## config.mk

```make
export PLATFORM = sky130hd
export DESIGN_NAME = amount_display_driver
export DESIGN_NICKNAME = d
export VERILOG_FILES = /design/src/rtl/amount_display_pkg.sv /design/src/rtl/bin_to_bcd_serial.sv /design/src/rtl/amount_display_driver.sv
export SDC_FILE = /design/constraint.sdc
export NUM_CORES = 1
export LEC_CHECK = 0
export CAP_MARGIN = 5
export CORE_UTILIZATION = 54
export CTS_CLUSTER_SIZE = 30
export DETAILED_ROUTE_END_ITERATION = 16
export MAX_ROUTING_LAYER = met4
export PLACE_DENSITY = 0.76
export SETUP_SLACK_MARGIN = 0.5
export SYNTH_ARGS = -nofsm -noshare
export SYNTH_HDL_FRONTEND = slang
export SYNTH_SLANG_ARGS = --single-unit
```

## constraint.sdc

```tcl
create_clock -name clock -period 3 [get_ports clock]
set_input_delay 0.3 -clock clock [delete_from_list [all_inputs] [get_ports clock]]
set_output_delay 0.3 -clock clock [all_outputs]
set_load 0.02 [all_outputs]
```

## src/rtl/amount_display_pkg.sv

```systemverilog
// Shared types and seven-segment encoding for the amount display driver.
// Segment patterns are active-low, bit order g..a.
package amount_display_pkg;

  typedef enum logic [1:0] {
    IDLE,
    CONVERT,
    LOAD
  } state_t;

  localparam logic [6:0] SEG_0     = 7'b1000000;
  localparam logic [6:0] SEG_1     = 7'b1111001;
  localparam logic [6:0] SEG_2     = 7'b0100100;
  localparam logic [6:0] SEG_3     = 7'b0110000;
  localparam logic [6:0] SEG_4     = 7'b0011001;
  localparam logic [6:0] SEG_5     = 7'b0010010;
  localparam logic [6:0] SEG_6     = 7'b0000010;
  localparam logic [6:0] SEG_7     = 7'b1111000;
  localparam logic [6:0] SEG_8     = 7'b0000000;
  localparam logic [6:0] SEG_9     = 7'b0010000;
  localparam logic [6:0] SEG_BLANK = 7'b1111111;

  function automatic logic [6:0] bcd_to_segments(input logic [3:0] nibble);
    logic [6:0] seg;
    case (nibble)
      4'd0:    seg = SEG_0;
      4'd1:    seg = SEG_1;
      4'd2:    seg = SEG_2;
      4'd3:    seg = SEG_3;
      4'd4:    seg = SEG_4;
      4'd5:    seg = SEG_5;
      4'd6:    seg = SEG_6;
      4'd7:    seg = SEG_7;
      4'd8:    seg = SEG_8;
      4'd9:    seg = SEG_9;
      default: seg = SEG_BLANK;
    endcase
    return seg;
  endfunction

endpackage

```

## src/rtl/bin_to_bcd_serial.sv

```systemverilog
// Serial double-dabble converter: captures a changed amount, clamps it to the
// largest displayable value and publishes the BCD result atomically.
module bin_to_bcd_serial #(
  parameter int AMOUNT_WIDTH = 14,
  parameter int DIGIT_COUNT  = 4
) (
  input  logic                     clock,
  input  logic                     reset,
  input  logic [AMOUNT_WIDTH-1:0]  amount,
  output logic                     busy,
  output logic [4*DIGIT_COUNT-1:0] bcd
);
  import amount_display_pkg::*;

  localparam int BCD_W = 4 * DIGIT_COUNT;
  localparam int CNT_W = $clog2(AMOUNT_WIDTH + 1);
  localparam logic [63:0] MAX_VAL = 64'(10 ** DIGIT_COUNT) - 64'd1;

  state_t                  state_q, state_d;
  logic [AMOUNT_WIDTH-1:0] captured_q, captured_d;
  logic [AMOUNT_WIDTH-1:0] shift_q, shift_d;
  logic [BCD_W-1:0]        acc_q, acc_d;
  logic [CNT_W-1:0]        count_q, count_d;
  logic [BCD_W-1:0]        bcd_q, bcd_d;
  logic                    busy_q, busy_d;

  logic [AMOUNT_WIDTH-1:0]       clamped;
  logic [BCD_W-1:0]              adjusted;
  logic [BCD_W+AMOUNT_WIDTH-1:0] shifted;

  always_comb begin
    clamped = amount;
    if (64'(amount) > MAX_VAL) clamped = AMOUNT_WIDTH'(MAX_VAL);

    adjusted = acc_q;
    for (int i = 0; i < DIGIT_COUNT; i++) begin
      if (adjusted[4*i +: 4] >= 4'd5) adjusted[4*i +: 4] = adjusted[4*i +: 4] + 4'd3;
    end
    shifted = {adjusted, shift_q} << 1;

    state_d    = state_q;
    captured_d = captured_q;
    shift_d    = shift_q;
    acc_d      = acc_q;
    count_d    = count_q;
    bcd_d      = bcd_q;
    busy_d     = busy_q;

    case (state_q)
      IDLE: begin
        busy_d = 1'b0;
        // Compare against the raw captured amount so a saturated input does not retrigger forever.
        if (amount != captured_q) begin
          captured_d = amount;
          shift_d    = clamped;
          acc_d      = '0;
          count_d    = CNT_W'(AMOUNT_WIDTH);
          busy_d     = 1'b1;
          state_d    = CONVERT;
        end
      end
      CONVERT: begin
        busy_d  = 1'b1;
        acc_d   = shifted[BCD_W+AMOUNT_WIDTH-1 -: BCD_W];
        shift_d = shifted[AMOUNT_WIDTH-1:0];
        count_d = count_q - CNT_W'(1);
        if (count_q == CNT_W'(1)) state_d = LOAD;
      end
      LOAD: begin
        busy_d  = 1'b1;
        bcd_d   = acc_q;
        state_d = IDLE;
      end
      default: begin
        busy_d  = 1'b0;
        state_d = IDLE;
      end
    endcase
  end

  always_ff @(posedge clock or posedge reset) begin
    if (reset) begin
      state_q    <= IDLE;
      captured_q <= '0;
      shift_q    <= '0;
      acc_q      <= '0;
      count_q    <= '0;
      bcd_q      <= '0;
      busy_q     <= 1'b0;
    end else begin
      state_q    <= state_d;
      captured_q <= captured_d;
      shift_q    <= shift_d;
      acc_q      <= acc_d;
      count_q    <= count_d;
      bcd_q      <= bcd_d;
      busy_q     <= busy_d;
    end
  end

  assign busy = busy_q;
  assign bcd  = bcd_q;

endmodule

```

## src/rtl/amount_display_driver.sv

```systemverilog
// Multiplexed active-low seven-segment driver for the dispensed amount.
// Define AMOUNT_DISPLAY_BLANK_EN to blank leading zeros.
module amount_display_driver #(
  parameter int DIGIT_COUNT    = 4,
  parameter int AMOUNT_WIDTH   = 14,
  parameter int REFRESH_CYCLES = 50000
) (
  input  logic                    clock,
  input  logic                    reset,
  input  logic [AMOUNT_WIDTH-1:0] total_amount_in_ml,
  input  logic                    current_state,
  output logic [6:0]              segments_n,
  output logic                    dp_n,
  output logic [DIGIT_COUNT-1:0]  digit_enable_n,
  output logic                    busy
);
  import amount_display_pkg::*;

  localparam int REF_W = (REFRESH_CYCLES > 1) ? $clog2(REFRESH_CYCLES) : 1;
  localparam int IDX_W = (DIGIT_COUNT > 1) ? $clog2(DIGIT_COUNT) : 1;

  logic [4*DIGIT_COUNT-1:0] display_bcd;
  logic [REF_W-1:0]         refresh_count_q, refresh_count_d;
  logic [IDX_W-1:0]         digit_index_q, digit_index_d;
  logic [6:0]               segments_q, segments_d;
  logic                     dp_q, dp_d;
  logic [DIGIT_COUNT-1:0]   enable_q, enable_d;
  logic [DIGIT_COUNT-1:0]   blank;
  logic [3:0]               nibble;

  bin_to_bcd_serial #(
    .AMOUNT_WIDTH(AMOUNT_WIDTH),
    .DIGIT_COUNT (DIGIT_COUNT)
  ) u_conv (
    .clock (clock),
    .reset (reset),
    .amount(total_amount_in_ml),
    .busy  (busy),
    .bcd   (display_bcd)
  );

`ifdef AMOUNT_DISPLAY_BLANK_EN
  always_comb begin
    logic seen;
    seen  = 1'b0;
    blank = '0;
    for (int i = DIGIT_COUNT - 1; i > 0; i--) begin
      if (display_bcd[4*i +: 4] != 4'd0) seen = 1'b1;
      blank[i] = ~seen;
    end
  end
`else
  assign blank = '0;
`endif

  always_comb begin
    refresh_count_d = refresh_count_q + REF_W'(1);
    digit_index_d   = digit_index_q;
    if (refresh_count_q == REF_W'(REFRESH_CYCLES - 1)) begin
      refresh_count_d = '0;
      if (digit_index_q == IDX_W'(DIGIT_COUNT - 1)) digit_index_d = '0;
      else digit_index_d = digit_index_q + IDX_W'(1);
    end

    // All three outputs come from the same index so the enable and pattern never skew.
    nibble     = display_bcd[4*int'(digit_index_q) +: 4];
    segments_d = blank[digit_index_q] ? SEG_BLANK : bcd_to_segments(nibble);
    enable_d   = ~(DIGIT_COUNT'(1) << digit_index_q);
    dp_d       = ~((digit_index_q == '0) && current_state);
  end

  always_ff @(posedge clock or posedge reset) begin
    if (reset) begin
      refresh_count_q <= '0;
      digit_index_q   <= '0;
      segments_q      <= SEG_0;
      dp_q            <= 1'b1;
      enable_q        <= ~DIGIT_COUNT'(1);
    end else begin
      refresh_count_q <= refresh_count_d;
      digit_index_q   <= digit_index_d;
      segments_q      <= segments_d;
      dp_q            <= dp_d;
      enable_q        <= enable_d;
    end
  end

  assign segments_n     = segments_q;
  assign dp_n           = dp_q;
  assign digit_enable_n = enable_q;

endmodule

```

==> impl_metrics.ini <==
[outcome]
status = finished clean

[detailed_routing]
route.vias.total = 3254
dr.pass1.iters = 4
drtIter0Drc = 95
drc = 0
via_per_inst = 5.63
drt_wl_total_um = 8880
wl_per_cell_um = 15.4
ant_nets = 0

[power_and_ir_drop]
p_clk_frac = 0.221
p_seq_frac = 0.405
cellPowerDensity_mw_per_mm2 = 840
p_switching_mw = 1.60
swShare = 0.347
ir_drop_mv = 0.393
p_leak_nw = 2.53
internal_power_mw = 3.02
p_comb_frac = 0.374

[synth]
netlist.area_leader.share = 0.473
postSynthAreaPerCell_um2 = 11.1
synthCells = 437
syn-num-nets = 478
synth_cell_type_count = 45
yosysTopAreaCell = dfrtp_1
synth-async-reset-ratio = 1.00
synthesis.area_mm2 = 0.00486
synthTopCellsByArea = dfrtp_1 (47%), mux2_2 (7.6%), ha_1 (6.2%)
yosys_warnings = 0
synth_edf_count = 0
synthFlopType = dfrtp_1
ys_ff_latch = 97
synth_seq_area_share = 0.501

[finish]
fin_area_mm2 = 0.00550
antenna_cells = 0
drive_gt1_frac = 0.151
area_growth_pct = 13.0
utilization = 0.630
fin_nets = 506
num-fill-cells = 690

[sta]
hold_viol = 0
layout_setup_ws_ns = 0.729
drv_slew = 0
clock_skew_ns = 0.00833
max_freq_mhz = 440
max_slew_margin = 0.527
final.period_utilization = 0.757
worstMarginPinSlew_ns = 0.709
rsz0062_at_grt = false
worst_hold_slack_ns = 0.386
tns_ns = 0
period_minus_slack_ns = 2.27
setup_viol = 0

[placement]
postPlaceCellArea_mm2 = 0.00525
pre_cts_slack_ns = 0.372
gp_congestion = 0.798
dpl.hpwl_um = 6400
portBuffers = 29

[clocking]
post_cts_buffers = 0
clock_latency_ns = 0.36
cts_resized = 0
cts_buffers = 9
cts_buffer_depth = 2
cts.sinks = 97
htreeDepth = 3
root_buffer = clkbuf_8
cts_tree = done
postCtsHoldBufs = 0
path_clk_slew_ns = 0.09

[floorplanning]
initial_core_util = 0.558
die_y_um = 96.9
die-area_mm2 = 0.00939
io-pin-count = 30
core_area_mm2 = 0.00872
fp-row-count = 34
die_w_um = 96.9

[global_route]
grt_pass1_wl_um = 15300
grt_pass1_vias = 3355
grt_max_degree = 41
antenna_found_initial = 0
grt_usage = 0.207
overflow = 0

[setup_path]
worstSetupEndpointType = flop
arrival_ns = 2.57
critical_path_required_ns = 3.30
crit_fanout = 16
worstSetupStartpointType = flop
critPathKind = flop to flop

[worst_hold_path]
hp-class = input pin to asynchronous set/reset pin

[job]
drv_cap = 0
==> final cells by class <==
class,instances,area [um^2],area share
clock buffer,11,141,0.0257
clock inverter,5,103,0.0187
inverter,33,128,0.0232
multi-input combinational,288,2200,0.400
sequential,97,2430,0.443
tap,108,135,0.0246
timing repair buffer,36,355,0.0646
==> synthesized netlist by cell type, types with 4 or more instances <==
master and number:
dfstp_2 5, buf_2 5, xnor2_1 8, nand3_1 18, and3_1 10, clkbuf_1 9
nor3b_1 6, a221o_1 4, nor2_1 22, nor3_1 5, inv_1 33, xor2_1 25
dfrtp_1 92, nand2b_1 7, o21ai_0 11, o22ai_1 6, ha_1 24, nand2_1 25
mux2_2 33, a21oi_1 24, a22o_1 4, mux2i_1 10, o21ai_1 10, nand4_1 4
==> kinds of logic after synthesis <==
logic type | share of synthesized area
compound gates | 0.0908
xor+xnor | 0.0594
fa+ha+maj | 0.0618
buf+inv | 0.0468
flops | 0.501
mux | 0.121
simple gates | 0.120
==> critical path: stages, from the launching register on <==
cell and delay [ns]:
dfrtp_1 0.43, inv_1 0.10, ha_1 0.34, nor3b_1 0.30, nand4_2 0.24, buf_4 0.27, nand2_1 0.31, a221o_1 0.22
==> cell usage in the layout, fill, tap and decap left out, drive strengths merged, types with 6 or more instances in the layout <==
| cell type | instances |
|---|---|
| mux2i | 10 |
| and3 | 10 |
| dfrtp | 92 |
| clkbuf | 11 |
| a21oi | 24 |
| xnor2 | 8 |
| nand3 | 18 |
| nor2 | 22 |
| nand2b | 7 |
| o21ai | 21 |
| o22ai | 6 |
| nand2 | 25 |
| inv | 32 |
| clkdlybuf4s50 | 29 |
| buf | 7 |
| xor2 | 25 |
| mux2 | 37 |
| nor3b | 6 |
| ha | 24 |
| nor4 | 6 |
==> path summary, 6_finish.rpt <==
| check | startpoint | end | slack, ns | cells past startpoint |
|---|---|---|---|---|
| max | u_conv.state_q[1] | u_conv.acc_q[11] | 0.73 | 7 |
| min | reset | u_conv.bcd[5] | 0.39 | 2 |
| max reg2reg | u_conv.state_q[1] | u_conv.acc_q[11] | 0.73 | 7 |
| min reg2reg | refresh_count_q[0] | refresh_count_q[0] | 0.49 | 1 |
| max in group asynchronous | reset | u_conv.captured_q[9] | 1.83 | 3 |
| min in group clock | current_state | dp_n | 0.44 | 2 |
==> registers in the layout, indices dropped and copies added, names as in the netlist, 2 cells and up <==
signal,flops
digit_index_q,2
u_conv.shift_q,14
u_conv.acc_q,16
digit_enable_n,4
segments_n,7
refresh_count_q,16
u_conv.state_q,2
u_conv.bcd,16
u_conv.count_q,4
u_conv.captured_q,14
==> stage by stage <==
step                      instances  power (mW)
after floorplan                 437        3.21
after global placement          562        3.55
after detailed placement        562        3.62
after CTS                       578        4.64
after global routing            578        4.91
final                           578        4.62
==> power by group through the flow <==
stage                     clock, mW  sequential, mW  combinational, mW
after CTS                      1.03            1.87               1.74
after detailed placement          0            1.90               1.73
after floorplan                   0            1.89               1.32
final                          1.02            1.87               1.73
after global routing           1.08            1.92               1.91
after global placement            0            1.88               1.67
==> routing by layer <==
metal	vias up	part of all wire	GRT usage
met5	-	0	-
met4	0	0.011	0.0574
met3	8	0.029	0.0412
met2	53	0.50	0.347
met1	1625	0.46	0.256
li1	1568	-	-
Power figures use the tool's default switching activity.
